## src/rtl/hs400_idly_sweep_tuner.sv

```systemverilog
`default_nettype none
//------------------------------------------------------------------------------
// hs400_idly_sweep_tuner - sweeps DS IDELAY taps, centres on the widest eye | rev 1.0
//------------------------------------------------------------------------------
module hs400_idly_sweep_tuner #(
    parameter int              TAP_W       = 5,
    parameter int              DS_W        = 2,
    parameter logic [DS_W-1:0] EXP_PAT     = 2'b01,
    parameter int              SETTLE_CYC  = 8,
    parameter int              SAMPLES     = 16,
    parameter int              MIN_EYE     = 4,
    parameter int              DEFAULT_TAP = 0
) (
    input  logic             clk,
    input  logic             rst,
    input  logic             idly_tuning_start,
    output logic             idly_tuning_ready,
    output logic             idly_tuning_done,
    output logic             idly_tuning_failed,
    input  logic [23:0]      idly_tuning_timeout,
    input  logic [DS_W-1:0]  data_strobe,
    output logic [TAP_W-1:0] cntval_in,
    output logic             cntval_load,
    input  logic [TAP_W-1:0] cntval_out,
    output logic [TAP_W-1:0] tuned_tap,
    output logic [TAP_W:0]   eye_width
);
    localparam int               CNT_MAX     = (SETTLE_CYC > SAMPLES) ? SETTLE_CYC : SAMPLES;
    localparam int               CNT_W       = $clog2(CNT_MAX + 1);
    localparam logic [TAP_W-1:0] LAST_TAP    = {TAP_W{1'b1}};
    localparam logic [TAP_W-1:0] DEF_TAP     = TAP_W'(DEFAULT_TAP);
    localparam logic [CNT_W-1:0] SETTLE_LAST = CNT_W'(SETTLE_CYC - 1);
    localparam logic [CNT_W-1:0] SAMPLE_LAST = CNT_W'(SAMPLES - 1);
    localparam logic [TAP_W:0]   MIN_LEN     = (TAP_W+1)'(MIN_EYE);

    typedef enum logic [3:0] {
        S_IDLE   = 4'd0,
        S_LOAD   = 4'd1,
        S_SETTLE = 4'd2,
        S_SAMPLE = 4'd3,
        S_EVAL   = 4'd4,
        S_CENTER = 4'd5,
        S_VERIFY = 4'd6,
        S_DONE   = 4'd7,
        S_FAIL   = 4'd8
    } state_t;

    state_t           state, state_nxt;
    logic [TAP_W-1:0] tap, tap_nxt;
    logic [CNT_W-1:0] cnt, cnt_nxt;
    logic [23:0]      timer, timer_nxt;
    logic             pass, pass_nxt;
    logic [TAP_W-1:0] run_start, run_start_nxt, best_start, best_start_nxt;
    logic [TAP_W:0]   run_len, run_len_nxt, best_len, best_len_nxt;
    logic             done_nxt, failed_nxt, load_nxt, go_fail;
    logic [TAP_W-1:0] tap_out_nxt, tuned_nxt, center_tap;
    logic [TAP_W:0]   eye_nxt;
    logic [24:0]      elapsed;
    logic             busy, timeout_hit;

    assign idly_tuning_ready = (state == S_IDLE) || (state == S_DONE) || (state == S_FAIL);
    assign busy              = !idly_tuning_ready;
    assign center_tap        = best_start + TAP_W'((best_len - (TAP_W+1)'(1)) >> 1);
    // elapsed includes the cycle in which start was accepted
    assign elapsed           = {1'b0, timer} + 25'd2;
    assign timeout_hit       = busy && (idly_tuning_timeout != 24'd0) &&
                               (elapsed >= {1'b0, idly_tuning_timeout});

    always_ff @(posedge clk or posedge rst) begin
        if (rst) begin
            state              <= S_IDLE;
            tap                <= '0;
            cnt                <= '0;
            timer              <= '0;
            pass               <= 1'b0;
            run_start          <= '0;
            run_len            <= '0;
            best_start         <= '0;
            best_len           <= '0;
            idly_tuning_done   <= 1'b0;
            idly_tuning_failed <= 1'b0;
            cntval_in          <= DEF_TAP;
            cntval_load        <= 1'b0;
            tuned_tap          <= '0;
            eye_width          <= '0;
        end else begin
            state              <= state_nxt;
            tap                <= tap_nxt;
            cnt                <= cnt_nxt;
            timer              <= timer_nxt;
            pass               <= pass_nxt;
            run_start          <= run_start_nxt;
            run_len            <= run_len_nxt;
            best_start         <= best_start_nxt;
            best_len           <= best_len_nxt;
            idly_tuning_done   <= done_nxt;
            idly_tuning_failed <= failed_nxt;
            cntval_in          <= tap_out_nxt;
            cntval_load        <= load_nxt;
            tuned_tap          <= tuned_nxt;
            eye_width          <= eye_nxt;
        end
    end

    always_comb begin
        state_nxt      = state;
        tap_nxt        = tap;
        cnt_nxt        = cnt;
        timer_nxt      = timer;
        pass_nxt       = pass;
        run_start_nxt  = run_start;
        run_len_nxt    = run_len;
        best_start_nxt = best_start;
        best_len_nxt   = best_len;
        done_nxt       = idly_tuning_done;
        failed_nxt     = idly_tuning_failed;
        tap_out_nxt    = cntval_in;
        load_nxt       = 1'b0;
        tuned_nxt      = tuned_tap;
        eye_nxt        = eye_width;
        go_fail        = 1'b0;

        if (busy) begin
            timer_nxt = timer + 24'd1;
        end

        case (state)
            S_IDLE, S_DONE, S_FAIL: begin
                if (idly_tuning_start) begin
                    done_nxt       = 1'b0;
                    failed_nxt     = 1'b0;
                    tap_nxt        = '0;
                    cnt_nxt        = '0;
                    timer_nxt      = '0;
                    pass_nxt       = 1'b0;
                    run_start_nxt  = '0;
                    run_len_nxt    = '0;
                    best_start_nxt = '0;
                    best_len_nxt   = '0;
                    tap_out_nxt    = '0;
                    load_nxt       = 1'b1;
                    state_nxt      = S_LOAD;
                end
            end
            S_LOAD: begin
                cnt_nxt   = '0;
                state_nxt = S_SETTLE;
            end
            S_SETTLE: begin
                if (cnt == SETTLE_LAST) begin
                    cnt_nxt   = '0;
                    pass_nxt  = 1'b1;
                    state_nxt = S_SAMPLE;
                end else begin
                    cnt_nxt = cnt + CNT_W'(1);
                end
            end
            S_SAMPLE: begin
                if (data_strobe != EXP_PAT) begin
                    pass_nxt = 1'b0;
                end
                if (cnt == SAMPLE_LAST) begin
                    state_nxt = S_EVAL;
                end else begin
                    cnt_nxt = cnt + CNT_W'(1);
                end
            end
            S_EVAL: begin
                if (pass) begin
                    run_len_nxt = run_len + (TAP_W+1)'(1);
                    if (run_len == '0) begin
                        run_start_nxt = tap;
                    end
                end else begin
                    run_len_nxt = '0;
                end
                // strictly longer only, so the earlier of two equal eyes is kept
                if (run_len_nxt > best_len) begin
                    best_len_nxt   = run_len_nxt;
                    best_start_nxt = run_start_nxt;
                end
                if (tap == LAST_TAP) begin
                    state_nxt = S_CENTER;
                end else begin
                    tap_nxt     = tap + TAP_W'(1);
                    tap_out_nxt = tap + TAP_W'(1);
                    load_nxt    = 1'b1;
                    state_nxt   = S_LOAD;
                end
            end
            S_CENTER: begin
                eye_nxt = best_len;
                if (best_len < MIN_LEN) begin
                    go_fail = 1'b1;
                end else begin
                    tuned_nxt   = center_tap;
                    tap_out_nxt = center_tap;
                    load_nxt    = 1'b1;
                    cnt_nxt     = '0;
                    state_nxt   = S_VERIFY;
                end
            end
            S_VERIFY: begin
                if (cnt == SETTLE_LAST) begin
                    if (cntval_out == tuned_tap) begin
                        done_nxt  = 1'b1;
                        state_nxt = S_DONE;
                    end else begin
                        go_fail = 1'b1;
                    end
                end else begin
                    cnt_nxt = cnt + CNT_W'(1);
                end
            end
            default: begin
                state_nxt = S_IDLE;
            end
        endcase

        if (timeout_hit) begin
            go_fail   = 1'b1;
            done_nxt  = 1'b0;
            tuned_nxt = tuned_tap;
            eye_nxt   = eye_width;
        end

        if (go_fail) begin
            state_nxt   = S_FAIL;
            failed_nxt  = 1'b1;
            tap_out_nxt = DEF_TAP;
            load_nxt    = 1'b1;
        end
    end

endmodule
`default_nettype wire

```

## config.mk

```make
export PLATFORM = sky130hd
export DESIGN_NAME = hs400_idly_sweep_tuner
export DESIGN_NICKNAME = d
export VERILOG_FILES = /design/src/rtl/hs400_idly_sweep_tuner.sv
export SDC_FILE = /design/constraint.sdc
export NUM_CORES = 1
export LEC_CHECK = 0
export CAP_MARGIN = 20
export CORE_UTILIZATION = 40
export CTS_CLUSTER_DIAMETER = 60
export DETAILED_ROUTE_END_ITERATION = 12
export PLACE_DENSITY = 0.56
export SKIP_LAST_GASP = 1
export SLEW_MARGIN = 15
export SYNTH_ARGS = -nofsm -noshare
export SYNTH_HDL_FRONTEND = slang
export SYNTH_SLANG_ARGS = --single-unit
```

## constraint.sdc

```tcl
create_clock -name clk -period 8.7 [get_ports clk]
set_input_delay 1.74 -clock clk [delete_from_list [all_inputs] [get_ports clk]]
set_output_delay 1.74 -clock clk [all_outputs]
set_load 0.05 [all_outputs]
```

==> qor.csv <==
stage;metric;value;unit
yosys;mean post-synth cell area;8.99;um2
finish;Reg area;2000;um2
cts;setup repair bufs after CTS;0;
timing;max_slew headroom;0.455;
die;Ports;54;
setup_path;CP Cell Sequence;nor2b_2 -> a31oi_1 -> buf_4 -> inv_2 -> clkdlybuf4s50_1;
timing;RSZ-0062 raised after global routing;no;
route;DR vias;4458;
hold_path;Min-Delay Startpoint;idly_tuning_failed;
cts;CTS tree;done;
finish;fill cell count;1265;
finish;Final Util;0.482;
finish;nets;730;
timing;Hold Vio Cnt, Final;0;
place;dpl cell area;6110;um2
global_route;GRT Overall Usage;0.196;
die;die height;119;um
place;port buffer count;53;
global_route;largest net degree at the start of global routing;81;
cts;Post-CTS Hold Buffers;0;
setup_path;RR Startpoint;timer[2];
yosys;Yosys cell types;59;
global_route;vias in the first global route;4505;
flow_run;max_cap viols;0;
place;RePlAce Congestion;0.814;
cts;CTS Buf Count;9;
cts;Clock Tree Buf Depth;2;
route;Total Wirelength;12900;um
place;worst slack, placed;4.01;ns
global_route;first-pass GRT wire length;22000;um
timing;Pins Over Slew Limit;0;
route;initial DRC count;211;
route;DRC viols;0;
yosys;Post-synth EDFFs;0;
power_and_ir_drop;Max VDD drop;0.0889;mV
power_and_ir_drop;Power Internal;0.760;mW
setup_path;CP Data Required Time;6.96;ns
yosys;Ys Warns;0;
setup_path;crit path launch type;flop;
finish;ant diodes;0;
setup_path;CP endpoint kind;output pin;
finish;commonest non-fill, non-tap cells in the layout;80 x dfrtp_1, 55 x nand2_1, 53 x clkdlybuf4s50_1, 47 x nor2_1, 47 x inv_1;
route;Routed Antenna Nets;0;
power_and_ir_drop;Gate power share;0.318;
timing;Setup violations, final;0;
finish;post-route cell area;6410;um2
yosys;sequential area share after synthesis;0.367;
power_and_ir_drop;P per Cell Area;190;nW/um2
finish;multi-input logic area;3150;um2
timing;final worst slack;4.40;ns
timing;Peak Freq;233;MHz
power_and_ir_drop;Seq pwr share;0.396;
timing;Setup Skew;0.00885;ns
yosys;Synth Cell Area;5460;um2
setup_path;Worst Path Max Fanout;16;
outcome;status;complete, no violations;
timing;Tmin final;4.30;ns
setup_path;Crit Path Class;flop to output pin;
setup_path;Critical Path Start;state[2];
yosys;Primary FF master, synth;dfrtp_1;
cts;Clk pin slew, worst setup/hold paths;0.06;ns
yosys;asr flop ratio synth;1.00;
power_and_ir_drop;clock network power share;0.286;
setup_path;Worst Path Arrival;2.56;ns
route;post-DR vias/cell;5.35;
hold_path;min-delay worst type;flop to flop;
die;Die Span X;119;um
power_and_ir_drop;Sw Pwr;0.455;mW
die;Rows;42;
die;Initial Util;0.411;
die;Die ar.;14100;um2
yosys;syn_nets;685;
cts;worst-skew pair later-pin latency;0.34;ns
cts;CTS H-tree depth;3;
timing;setup_tns;0;ns
route;DR WL/cell;15.5;um
power_and_ir_drop;Pleak;2.97;nW
global_route;total grt overflow;0;
finish;commonest non-fill, non-tap cell in the layout;dfrtp_1;
setup_path;slowest stage delay, CP;0.81;ns
power_and_ir_drop;Net Sw Frac;0.375;
setup_path;Slowest cell on crit path;clkdlybuf4s50_1;
timing;post-route clock period utilization;0.494;
route;First-pass DRT Iterations;5;
yosys;Synth Instances;607;
cts;clk root buf;clkbuf_16;
cts;cts repair resizes;0;
cts;clock sink total;80;
finish;fraction of layout cells with a size suffix above 1;0.0700;
finish;Layout area overhead;17.5;%
die;CORE AREA;13300;um2
yosys;#FFs+latches synth;80;
place;HPWL after DPL;9870;um
global_route;initial antenna violation count;0;
timing;Slew @ Worst Pin;0.812;ns
-- registers in the layout, summed over array words and instances, names as in the netlist --
name,flops
best_len,6
best_start,5
cnt,5
cntval_in,5
cntval_load,1
eye_width,6
idly_tuning_done,1
idly_tuning_failed,1
pass,1
run_len,6
run_start,5
state,4
tap,5
timer,24
tuned_tap,5
-- final timing paths --
| kind | slack (ns) | endpoint | depth (start not counted) |
|---|---|---|---|
| max | 4.40 | idly_tuning_ready | 5 |
| min | 0.49 | idly_tuning_failed | 1 |
| max reg2reg | 4.74 | tuned_tap[2] | 14 |
| min reg2reg | 0.49 | idly_tuning_failed | 1 |
| max in group asynchronous | 6.33 | timer[17] | 4 |
| min in group asynchronous | 1.80 | run_len[4] | 3 |
-- power groups by stage --
stage | clock network, mW | registers [mW] | logic, mW
6_report | 0.348 | 0.482 | 0.386
5_1_grt | 0.373 | 0.491 | 0.433
4_1_cts | 0.360 | 0.480 | 0.387
3_5_place_dp | 0 | 0.487 | 0.385
3_3_place_gp | 0 | 0.485 | 0.376
2_1_floorplan | 0 | 0.471 | 0.290
-- cell usage after synthesis (3+ instances only) --
cell      count  area, um2
a21o_1        6       45.0
a21oi_1      30        150
a22o_1        7       61.3
a22oi_1       3       22.5
a31oi_1       3       18.8
a32o_1        3       30.0
and2_1        3       18.8
and3_1        5       31.3
and4_1        3       26.3
buf_2         6       30.0
buf_4         3       22.5
clkbuf_1     12       45.0
dfrtp_1      80       2000
ha_1         43        538
inv_1        48        180
mux2_4       11        165
mux2i_1       6       60.1
nand2_1      55        206
nand2b_1      7       43.8
nand3_1      34        170
nand3b_1      4       30.0
nand4_1      16        100
nand4_2       3       37.5
nor2_1       47        176
nor2b_1       3       18.8
nor3_1       14       70.1
nor4_1        9       56.3
o211ai_1      3       22.5
o21a_1        5       37.5
o21ai_0      20        100
o21ai_1      17       85.1
o22ai_1       3       18.8
o31ai_1      12       90.1
xnor2_1      29        254
xor2_1       23        201
-- per-layer routing --
metal  up-vias  share of wire  wire length (um)  track usage
li1       2235              -                 -            -
met1      2143           0.47              6100        0.260
met2        74           0.49              6290        0.330
met3         6          0.034               438       0.0302
met4         0         0.0090               116       0.0578
met5         -              0                 0            0
-- critical path, delay by kind of cell (launching register included) --
family          cells  cell delay, ns
compound gates      1            0.11
buf+inv             3            1.16
flops               1            0.63
simple gates        1            0.32
-- kinds of logic after synthesis --
logic type	count (synthesis)	share of synthesized area
muxes	19	0.0454
and+or+nand+nor	215	0.202
adders and majority gates	44	0.102
DFF	80	0.367
AOI/OAI and AO/OA	124	0.144
xor gates and xnor gates	52	0.0834
buffers and inverters	73	0.0564
-- layout make-up --
cell class                 count  share of cell area
clock inverter                 6             0.00683
multi-input combinational    454               0.491
clock buffer                  10              0.0357
tap                          176              0.0343
timing repair buffer          57              0.0905
inverter                      50              0.0295
sequential                    80               0.312
-- through the flow --
| stage | hold WS (ns) | power [mW] | std cells |
|---|---|---|---|
| after detailed placement | 0.483 | 0.872 | 816 |
| after global placement | 0.469 | 0.861 | 816 |
| after floorplan | 0.454 | 0.761 | 607 |
| after global routing | 0.520 | 1.30 | 833 |
| after CTS | 0.499 | 1.23 | 832 |
| final | 0.489 | 1.22 | 833 |
Note: power is estimated with default switching activity, not from simulation.
